[src/rtl/burst_memory_driver_pkg.sv]
// Shared types and default sizing for the burst memory driver.
package burst_memory_driver_pkg;

    localparam int DEF_ADDR_W    = 26;
    localparam int DEF_DATA_W    = 128;
    localparam int DEF_MAX_BURST = 16;

    typedef enum logic [1:0] {
        ST_IDLE     = 2'd0,
        ST_WR_BURST = 2'd1,
        ST_RD_CMD   = 2'd2,
        ST_RD_DATA  = 2'd3
    } state_e;

    function automatic int burst_w(input int max_burst);
        return $clog2(max_burst) + 1;
    endfunction

    localparam int DEF_BURST_W = burst_w(DEF_MAX_BURST);

endpackage

[src/rtl/burst_memory_driver_if.sv]
// User command/data side plus Avalon burst master side of the driver.
interface burst_memory_driver_if
    import burst_memory_driver_pkg::*;
#(
    parameter int ADDR_W  = DEF_ADDR_W,
    parameter int DATA_W  = DEF_DATA_W,
    parameter int BURST_W = DEF_BURST_W
) ();

    logic [ADDR_W-1:0]  address;
    logic [BURST_W-1:0] burst_len;
    logic               read;
    logic               write;
    logic [DATA_W-1:0]  wdata;
    logic               wdata_take;
    logic [DATA_W-1:0]  rdata;
    logic               rdata_valid;
    logic               pending;
    logic               done;

    logic [ADDR_W-1:0]  avl_address;
    logic [BURST_W-1:0] avl_count;
    logic               avl_begin;
    logic               avl_read;
    logic               avl_write;
    logic [DATA_W-1:0]  avl_wdata;
    logic [DATA_W-1:0]  avl_rdata;
    logic               avl_wait;
    logic               avl_rdata_valid;

    modport master (
        input  address, burst_len, read, write, wdata,
        input  avl_rdata, avl_wait, avl_rdata_valid,
        output wdata_take, rdata, rdata_valid, pending, done,
        output avl_address, avl_count, avl_begin, avl_read, avl_write, avl_wdata
    );

    modport slave (
        output address, burst_len, read, write, wdata,
        output avl_rdata, avl_wait, avl_rdata_valid,
        input  wdata_take, rdata, rdata_valid, pending, done,
        input  avl_address, avl_count, avl_begin, avl_read, avl_write, avl_wdata
    );

endinterface

[src/rtl/burst_beat_counter.sv]
// Beats-remaining counter shared by the read and write paths; flags the final beat.
module burst_beat_counter #(
    parameter int BURST_W = 5
) (
    input  logic               clk_i,
    input  logic               reset_i,
    input  logic               load_i,
    input  logic [BURST_W-1:0] load_val_i,
    input  logic               dec_i,
    output logic               last_o
);

    logic [BURST_W-1:0] count_q;
    logic [BURST_W-1:0] count_d;

    always_comb begin
        count_d = count_q;
        if (load_i) begin
            count_d = load_val_i;
        end else if (dec_i && (count_q != '0)) begin
            count_d = count_q - BURST_W'(1);
        end
    end

    always_ff @(posedge clk_i) begin
        if (reset_i) begin
            count_q <= '0;
        end else begin
            count_q <= count_d;
        end
    end

    assign last_o = (count_q == BURST_W'(1));

endmodule

[src/rtl/burst_memory_driver.sv]
// Avalon burst master: turns single read/write burst commands into Avalon bursts.
//   state       | meaning
//   ST_IDLE     | waiting for a command with non-zero length
//   ST_WR_BURST | presenting write beats, one per non-waited cycle
//   ST_RD_CMD   | read command held until the slave drops avl_wait
//   ST_RD_DATA  | collecting returned read beats
module burst_memory_driver
    import burst_memory_driver_pkg::*;
#(
    parameter int ADDR_W    = DEF_ADDR_W,
    parameter int DATA_W    = DEF_DATA_W,
    parameter int MAX_BURST = DEF_MAX_BURST
) (
    input  logic                  clk_i,
    input  logic                  reset_i,
    burst_memory_driver_if.master bus
);

    localparam int BURST_W = burst_w(MAX_BURST);

    state_e             state_q;
    logic [ADDR_W-1:0]  avl_address_q;
    logic [BURST_W-1:0] avl_count_q;
    logic               avl_begin_q;
    logic               avl_read_q;
    logic               avl_write_q;
    logic [DATA_W-1:0]  avl_wdata_q;
    logic [DATA_W-1:0]  rdata_q;
    logic               rdata_valid_q;
    logic               pending_q;
    logic               done_q;

    logic [BURST_W-1:0] len_eff;
    logic               len_legal;
    logic               rd_accept;
    logic               wr_accept;
    logic               wr_beat_ok;
    logic               rd_beat;
    logic               beat_last;

    // Over-length requests are clamped rather than rejected.
    always_comb begin
        len_eff = bus.burst_len;
        if (bus.burst_len > BURST_W'(MAX_BURST)) begin
            len_eff = BURST_W'(MAX_BURST);
        end
    end

    assign len_legal  = (bus.burst_len != '0);
    assign rd_accept  = (state_q == ST_IDLE) && bus.read && len_legal;
    assign wr_accept  = (state_q == ST_IDLE) && !bus.read && bus.write && len_legal;
    assign wr_beat_ok = (state_q == ST_WR_BURST) && !bus.avl_wait;
    assign rd_beat    = ((state_q == ST_RD_CMD) || (state_q == ST_RD_DATA)) && bus.avl_rdata_valid;

    burst_beat_counter #(
        .BURST_W (BURST_W)
    ) u_beat_counter (
        .clk_i      (clk_i),
        .reset_i    (reset_i),
        .load_i     (rd_accept || wr_accept),
        .load_val_i (len_eff),
        .dec_i      (wr_beat_ok || rd_beat),
        .last_o     (beat_last)
    );

    always_ff @(posedge clk_i) begin
        if (reset_i) begin
            state_q       <= ST_IDLE;
            avl_address_q <= '0;
            avl_count_q   <= '0;
            avl_begin_q   <= 1'b0;
            avl_read_q    <= 1'b0;
            avl_write_q   <= 1'b0;
            avl_wdata_q   <= '0;
            rdata_q       <= '0;
            rdata_valid_q <= 1'b0;
            pending_q     <= 1'b0;
            done_q        <= 1'b0;
        end else begin
            done_q        <= 1'b0;
            rdata_valid_q <= 1'b0;
            case (state_q)
                ST_IDLE: begin
                    if (rd_accept) begin
                        avl_address_q <= bus.address;
                        avl_count_q   <= len_eff;
                        avl_begin_q   <= 1'b1;
                        avl_read_q    <= 1'b1;
                        pending_q     <= 1'b1;
                        state_q       <= ST_RD_CMD;
                    end else if (wr_accept) begin
                        avl_address_q <= bus.address;
                        avl_count_q   <= len_eff;
                        avl_begin_q   <= 1'b1;
                        avl_write_q   <= 1'b1;
                        avl_wdata_q   <= bus.wdata;
                        pending_q     <= 1'b1;
                        state_q       <= ST_WR_BURST;
                    end
                end
                ST_WR_BURST: begin
                    if (!bus.avl_wait) begin
                        avl_begin_q <= 1'b0;
                        if (beat_last) begin
                            avl_write_q <= 1'b0;
                            done_q      <= 1'b1;
                            pending_q   <= 1'b0;
                            state_q     <= ST_IDLE;
                        end else begin
                            avl_wdata_q <= bus.wdata;
                        end
                    end
                end
                ST_RD_CMD, ST_RD_DATA: begin
                    if ((state_q == ST_RD_CMD) && !bus.avl_wait) begin
                        avl_read_q  <= 1'b0;
                        avl_begin_q <= 1'b0;
                        state_q     <= ST_RD_DATA;
                    end
                    // A final beat overrides the command-phase transition above.
                    if (bus.avl_rdata_valid) begin
                        rdata_q       <= bus.avl_rdata;
                        rdata_valid_q <= 1'b1;
                        if (beat_last) begin
                            avl_read_q  <= 1'b0;
                            avl_begin_q <= 1'b0;
                            done_q      <= 1'b1;
                            pending_q   <= 1'b0;
                            state_q     <= ST_IDLE;
                        end
                    end
                end
                default: state_q <= ST_IDLE;
            endcase
        end
    end

    assign bus.wdata_take  = !reset_i && (wr_accept || (wr_beat_ok && !beat_last));
    assign bus.rdata       = rdata_q;
    assign bus.rdata_valid = rdata_valid_q;
    assign bus.pending     = pending_q;
    assign bus.done        = done_q;
    assign bus.avl_address = avl_address_q;
    assign bus.avl_count   = avl_count_q;
    assign bus.avl_begin   = avl_begin_q;
    assign bus.avl_read    = avl_read_q;
    assign bus.avl_write   = avl_write_q;
    assign bus.avl_wdata   = avl_wdata_q;

endmodule

[src/flat_wrapper.sv]
// flat-port wrapper written by rule: the top's interface ports become plain ports
module burst_memory_driver_flat import burst_memory_driver_pkg::*;
#(
    parameter int ADDR_W    = DEF_ADDR_W,
    parameter int DATA_W    = DEF_DATA_W,
    parameter int MAX_BURST = DEF_MAX_BURST
)
  (clk_i, reset_i, bus_address, bus_burst_len, bus_read, bus_write, bus_wdata, bus_avl_rdata, bus_avl_wait, bus_avl_rdata_valid, bus_wdata_take, bus_rdata, bus_rdata_valid, bus_pending, bus_done, bus_avl_address, bus_avl_count, bus_avl_begin, bus_avl_read, bus_avl_write, bus_avl_wdata);
  burst_memory_driver_if #(.ADDR_W(ADDR_W), .DATA_W(DATA_W), .BURST_W(($clog2(MAX_BURST) + 1))) bus_i ();
  input  logic clk_i;
  input  logic reset_i;
  input wire logic [$bits(bus_i.address)-1:0] bus_address;
  input wire logic [$bits(bus_i.burst_len)-1:0] bus_burst_len;
  input wire logic [$bits(bus_i.read)-1:0] bus_read;
  input wire logic [$bits(bus_i.write)-1:0] bus_write;
  input wire logic [$bits(bus_i.wdata)-1:0] bus_wdata;
  input wire logic [$bits(bus_i.avl_rdata)-1:0] bus_avl_rdata;
  input wire logic [$bits(bus_i.avl_wait)-1:0] bus_avl_wait;
  input wire logic [$bits(bus_i.avl_rdata_valid)-1:0] bus_avl_rdata_valid;
  output wire logic [$bits(bus_i.wdata_take)-1:0] bus_wdata_take;
  output wire logic [$bits(bus_i.rdata)-1:0] bus_rdata;
  output wire logic [$bits(bus_i.rdata_valid)-1:0] bus_rdata_valid;
  output wire logic [$bits(bus_i.pending)-1:0] bus_pending;
  output wire logic [$bits(bus_i.done)-1:0] bus_done;
  output wire logic [$bits(bus_i.avl_address)-1:0] bus_avl_address;
  output wire logic [$bits(bus_i.avl_count)-1:0] bus_avl_count;
  output wire logic [$bits(bus_i.avl_begin)-1:0] bus_avl_begin;
  output wire logic [$bits(bus_i.avl_read)-1:0] bus_avl_read;
  output wire logic [$bits(bus_i.avl_write)-1:0] bus_avl_write;
  output wire logic [$bits(bus_i.avl_wdata)-1:0] bus_avl_wdata;
  assign bus_i.address = bus_address;
  assign bus_i.burst_len = bus_burst_len;
  assign bus_i.read = bus_read;
  assign bus_i.write = bus_write;
  assign bus_i.wdata = bus_wdata;
  assign bus_i.avl_rdata = bus_avl_rdata;
  assign bus_i.avl_wait = bus_avl_wait;
  assign bus_i.avl_rdata_valid = bus_avl_rdata_valid;
  assign bus_wdata_take = bus_i.wdata_take;
  assign bus_rdata = bus_i.rdata;
  assign bus_rdata_valid = bus_i.rdata_valid;
  assign bus_pending = bus_i.pending;
  assign bus_done = bus_i.done;
  assign bus_avl_address = bus_i.avl_address;
  assign bus_avl_count = bus_i.avl_count;
  assign bus_avl_begin = bus_i.avl_begin;
  assign bus_avl_read = bus_i.avl_read;
  assign bus_avl_write = bus_i.avl_write;
  assign bus_avl_wdata = bus_i.avl_wdata;
  burst_memory_driver #(.ADDR_W(ADDR_W), .DATA_W(DATA_W), .MAX_BURST(MAX_BURST)) u_core (.clk_i(clk_i), .reset_i(reset_i), .bus(bus_i));
endmodule
[config.mk]
export PLATFORM = sky130hd
export DESIGN_NAME = burst_memory_driver_flat
export DESIGN_NICKNAME = d
export VERILOG_FILES = /design/src/rtl/burst_memory_driver_pkg.sv /design/src/rtl/burst_memory_driver_if.sv /design/src/rtl/burst_beat_counter.sv /design/src/rtl/burst_memory_driver.sv /design/src/flat_wrapper.sv
export SDC_FILE = /design/constraint.sdc
export NUM_CORES = 1
export LEC_CHECK = 0
export CAP_MARGIN = 30
export CORE_AREA = 2 2 230 232
export DETAILED_ROUTE_END_ITERATION = 8
export DIE_AREA = 0 0 232 234
export PLACE_DENSITY = 0.63
export RECOVER_POWER = 25
export SLEW_MARGIN = 20
export SYNTH_ARGS = -nofsm -noshare
export SYNTH_HDL_FRONTEND = slang
export SYNTH_SLANG_ARGS = --single-unit
[constraint.sdc]
create_clock -name clk_i -period 2.2 [get_ports clk_i]
set_clock_uncertainty 0.15 [all_clocks]
set_input_delay 0.44 -clock clk_i [delete_from_list [all_inputs] [get_ports clk_i]]
set_output_delay 0.44 -clock clk_i [all_outputs]
set_load 0.01 [all_outputs]
==> metrics.md <==
| Metric | Value |
|---|---|
| Initial drt markers | `357` |
| Vias per inst | `4.20` |
| Max FO, Critical Path | `2` |
| # setup viols final | `1` |
| Wl on met1 | `15900 microns` |
| Top Family by Delay on Critical Path | `flip-flops` |
| Area delta synth->final | `67.8%` |
| Cell breakdown of the critical path | `inv_2 > ha_4 > nand3b_1 > a32oi_4 > nor2_1 > buf_2` |
| Initial Utilization | `0.229` |
| Final Core Density | `0.385` |
| Power, Total | `0.0156 W` |
| Reg clk slew, reported paths | `0.06 ns` |
| Achievable Freq | `0.436 GHz` |
| Drc violations | `0` |
| Synth Area per Inst | `8.92 sq um` |
| Worst R2R Path Depth | `5` |
| Hold path cells | `3` |
| Hpwl dp | `30700 microns` |
| Highest Signal Layer | `met5` |
| FF-to-FF setup slack | `0.03 ns` |
| PortBufs | `586` |
| Commonest non-fill, non-tap cell in the layout | `clkdlybuf4s50_1` |
| Failing checks | `negative setup slack` |
| WP data required | `1.61 ns` |
| Post-route minimum period | `2.30 ns` |
| Slew headroom | `0.439` |
| Worst R2R End | `u_core.bus.rdata[88]$_SDFFE_PP0P_` |
| Pins Over Slew Limit | `0` |
| Most frequent cells in the layout | `clkdlybuf4s50_1 (581), nand2_1 (318), dfxtp_1 (298)` |
| YS warnings | `0` |
| Htree depth | `2` |
| Final WS setup | `-0.0954 ns` |
| Chip Height | `234 microns` |
| Vias in the first global route | `11100` |
| Worst Setup Start Kind | `flop` |
| Die Width | `232 microns` |
| Leading area contributor after synthesis | `dfxtp_1` |
| # clock sinks | `300` |
| Clk_lat worst skew | `0.52 ns` |
| DRT Wirelength | `40700 microns` |
| Worst path max stage delay | `0.32 ns` |
| Total grt overflow | `0` |
| Synthesized flop and latch total | `300` |
| Post-synth cell types | `40` |
| Slew @ Worst Pin | `0.840 ns` |
| Fraction of layout cells with a size suffix above 1 | `0.0671` |
| Final net count | `2224` |
| Leakage | `7.73 nW` |
| Core area | `52000 sq um` |
| Full die area | `54300 sq um` |
| GP Congestion | `0.818` |
| Sequential area share after synthesis | `0.504` |
| Metal3 WL | `4170 microns` |
| Cell Rows | `84` |
| Ports | `587` |
| Slowest stage cell, crit path | `dfxtp_2` |
| RSZ-0062 raised after global routing | `true` |
| Arr. time, crit path | `1.71 ns` |
| Cells after synthesis | `1337` |
| CTS Buf Count | `35` |
| Tcrit/Tclk final | `1.04` |
| Vias | `11100` |
| Max Cap Violations | `0` |
| Status | `finished, violations left` |
| Tot GR Track Use | `0.141` |
| Critical path depth | `6` |
| Antenna violations before repair | `2` |
| Drt first pass iters | `4` |
| Syn Std Cell Area | `11900 sq um` |
| Buf/Inv on CP | `2` |
| Share of the synthesized area in the top cell type | `0.504` |
| Peak supply drop | `0.611 mV` |
| Worst R2R Start | `u_core.state_q[1]$_SDFFE_PP0P_` |
| Largest net degree at the start of global routing | `133` |
| CTS tree | `built` |
| Syn nets | `1632` |
| Worst setup path category | `flop to output port` |
| Min-Delay Endpoint | `u_core.state_q[1]$_SDFFE_PP0P_` |
| Worst Hold Launch | `reset_i` |
| Post-route ant nets | `0` |
| Fin. Hold Viols | `0` |
| Min-Delay Path Class | `input pin to flop` |
| Wire length of the first global-routing pass | `60600 microns` |
| Clk root buf | `clkbuf_16` |
| P per Cell Area | `779 nW/um^2` |
| Clock Tree Buf Depth | `3` |
| Average wire per standard cell | `15.4 microns` |
| Metal2 WL | `19600 microns` |
| CP Capture Type | `output port` |
| Synth area leaders | `dfxtp_1 (50%), nand2b_1 (14%), mux2i_1 (11%)` |
report_power, final:
part           total (W)  internal (W)  switching (W)
clock network    0.00610       0.00380        0.00230
registers        0.00615       0.00589       0.000260
logic            0.00334       0.00191        0.00143
total             0.0156        0.0116        0.00399
how the worst max path moves through the flow:
stage	startpoint	endpoint	slack, ns
2_1_floorplan	reset_i	bus_wdata_take	0.09
3_3_place_gp	bus_burst_len[1]	u_core.bus.avl_wdata[103]$_SDFFE_PP0P_	-0.81
3_5_place_dp	bus_burst_len[1]	u_core.bus.avl_wdata[85]$_SDFFE_PP0P_	-0.83
4_1_cts	u_core.u_beat_counter.count_q[1]$_SDFFE_PP0P_	bus_wdata_take	-0.17
5_1_grt	u_core.u_beat_counter.count_q[1]$_SDFFE_PP0P_	bus_wdata_take	-0.19
6_report	u_core.u_beat_counter.count_q[1]$_SDFFE_PP0P_	bus_wdata_take	-0.1
flip-flops by register name, summed over array words and instances, names as in the netlist:
name,flops
u_core.bus.avl_read,1
u_core.bus.avl_write,1
u_core.bus.avl_address,26
u_core.state_q,2
u_core.bus.pending,1
u_core.bus.rdata_valid,1
u_core.bus.avl_count,5
u_core.bus.avl_begin,1
u_core.bus.done,1
u_core.bus.avl_wdata,128
u_core.bus.rdata,128
u_core.u_beat_counter.count_q,5
synth_stat cells:
library cell and instances:
a211o_1 1, a211oi_1 2, a211oi_2 1, a21oi_1 167, a2bb2oi_1 1, a311oi_1 1, a31oi_1 3, a32oi_2 1
and2_1 2, buf_1 2, buf_2 21, buf_4 1, buf_6 4, buf_8 10, clkbuf_1 62, dfxtp_1 300
ha_1 2, inv_1 5, mux2_2 1, mux2i_1 130, nand2_1 319, nand2b_1 261, nand3_1 5, nand3b_1 1
nor2_1 10, nor2b_1 1, nor3_1 4, nor3_4 1, nor3b_2 1, nor4_1 1, nor4b_1 1, o2111ai_1 1
o211ai_1 2, o21ai_0 4, o21bai_1 1, o22ai_1 2, o311ai_0 2, o31ai_1 1, or2_1 1, xnor2_1 1
final cells by class:
| class | count | area [sq um] |
|---|---|---|
| Timing Repair Buffer | 655 | 6520 |
| Inverter | 5 | 18.8 |
| Sequential cell | 300 | 6010 |
| Tap cell | 688 | 861 |
| Multi-Input combinational cell | 932 | 5390 |
| Antenna cell | 1 | 2.50 |
| Fill cell | 5238 | 32000 |
| Clock inverter | 8 | 140 |
| Clock buffer | 53 | 1070 |
kinds of logic after synthesis:
| logic type | Yosys count | share of synthesized area |
|---|---|---|
| compound gates | 190 | 0.0850 |
| xor+xnor | 1 | 0.000735 |
| fa+ha+maj | 2 | 0.00210 |
| buf+inv | 105 | 0.0475 |
| flops | 300 | 0.504 |
| mux | 131 | 0.110 |
| simple gates | 608 | 0.251 |
worst register-to-register path: stages, from the launching register on:
cell      delay, ns
dfxtp_1        0.36
buf_4          0.17
nand2_1        0.61
clkbuf_8       0.51
nand2_1        0.13
a21oi_1        0.16
through the flow:
stage,instances,area (sq um),setup WS (ns),setup TNS (ns),hold slack (ns)
3_5_place_dp,2577,18800,-0.833,-88.40,0.296
4_1_cts,2641,20100,-0.168,-0.168,0.225
6_report,2642,20000,-0.0954,-0.0954,0.255
5_1_grt,2642,20000,-0.191,-3.92,0.283
3_3_place_gp,2577,18800,-0.811,-85.82,0.291
2_1_floorplan,1337,11900,0.0873,0,0.331
layer usage:
layer,global-route usage,up-vias
met1,0.155,5101
met2,0.247,435
li1,-,5509
met5,0,-
met4,0.0433,2
met3,0.0591,55
what timing repair did:
action,CTS,global route
setup endpoints to repair,122,72
pin swaps,2,1
gates resized for setup,16,0
hold buffers,0,0
buffers inserted,4,0
Power figures use the tool's default switching activity.
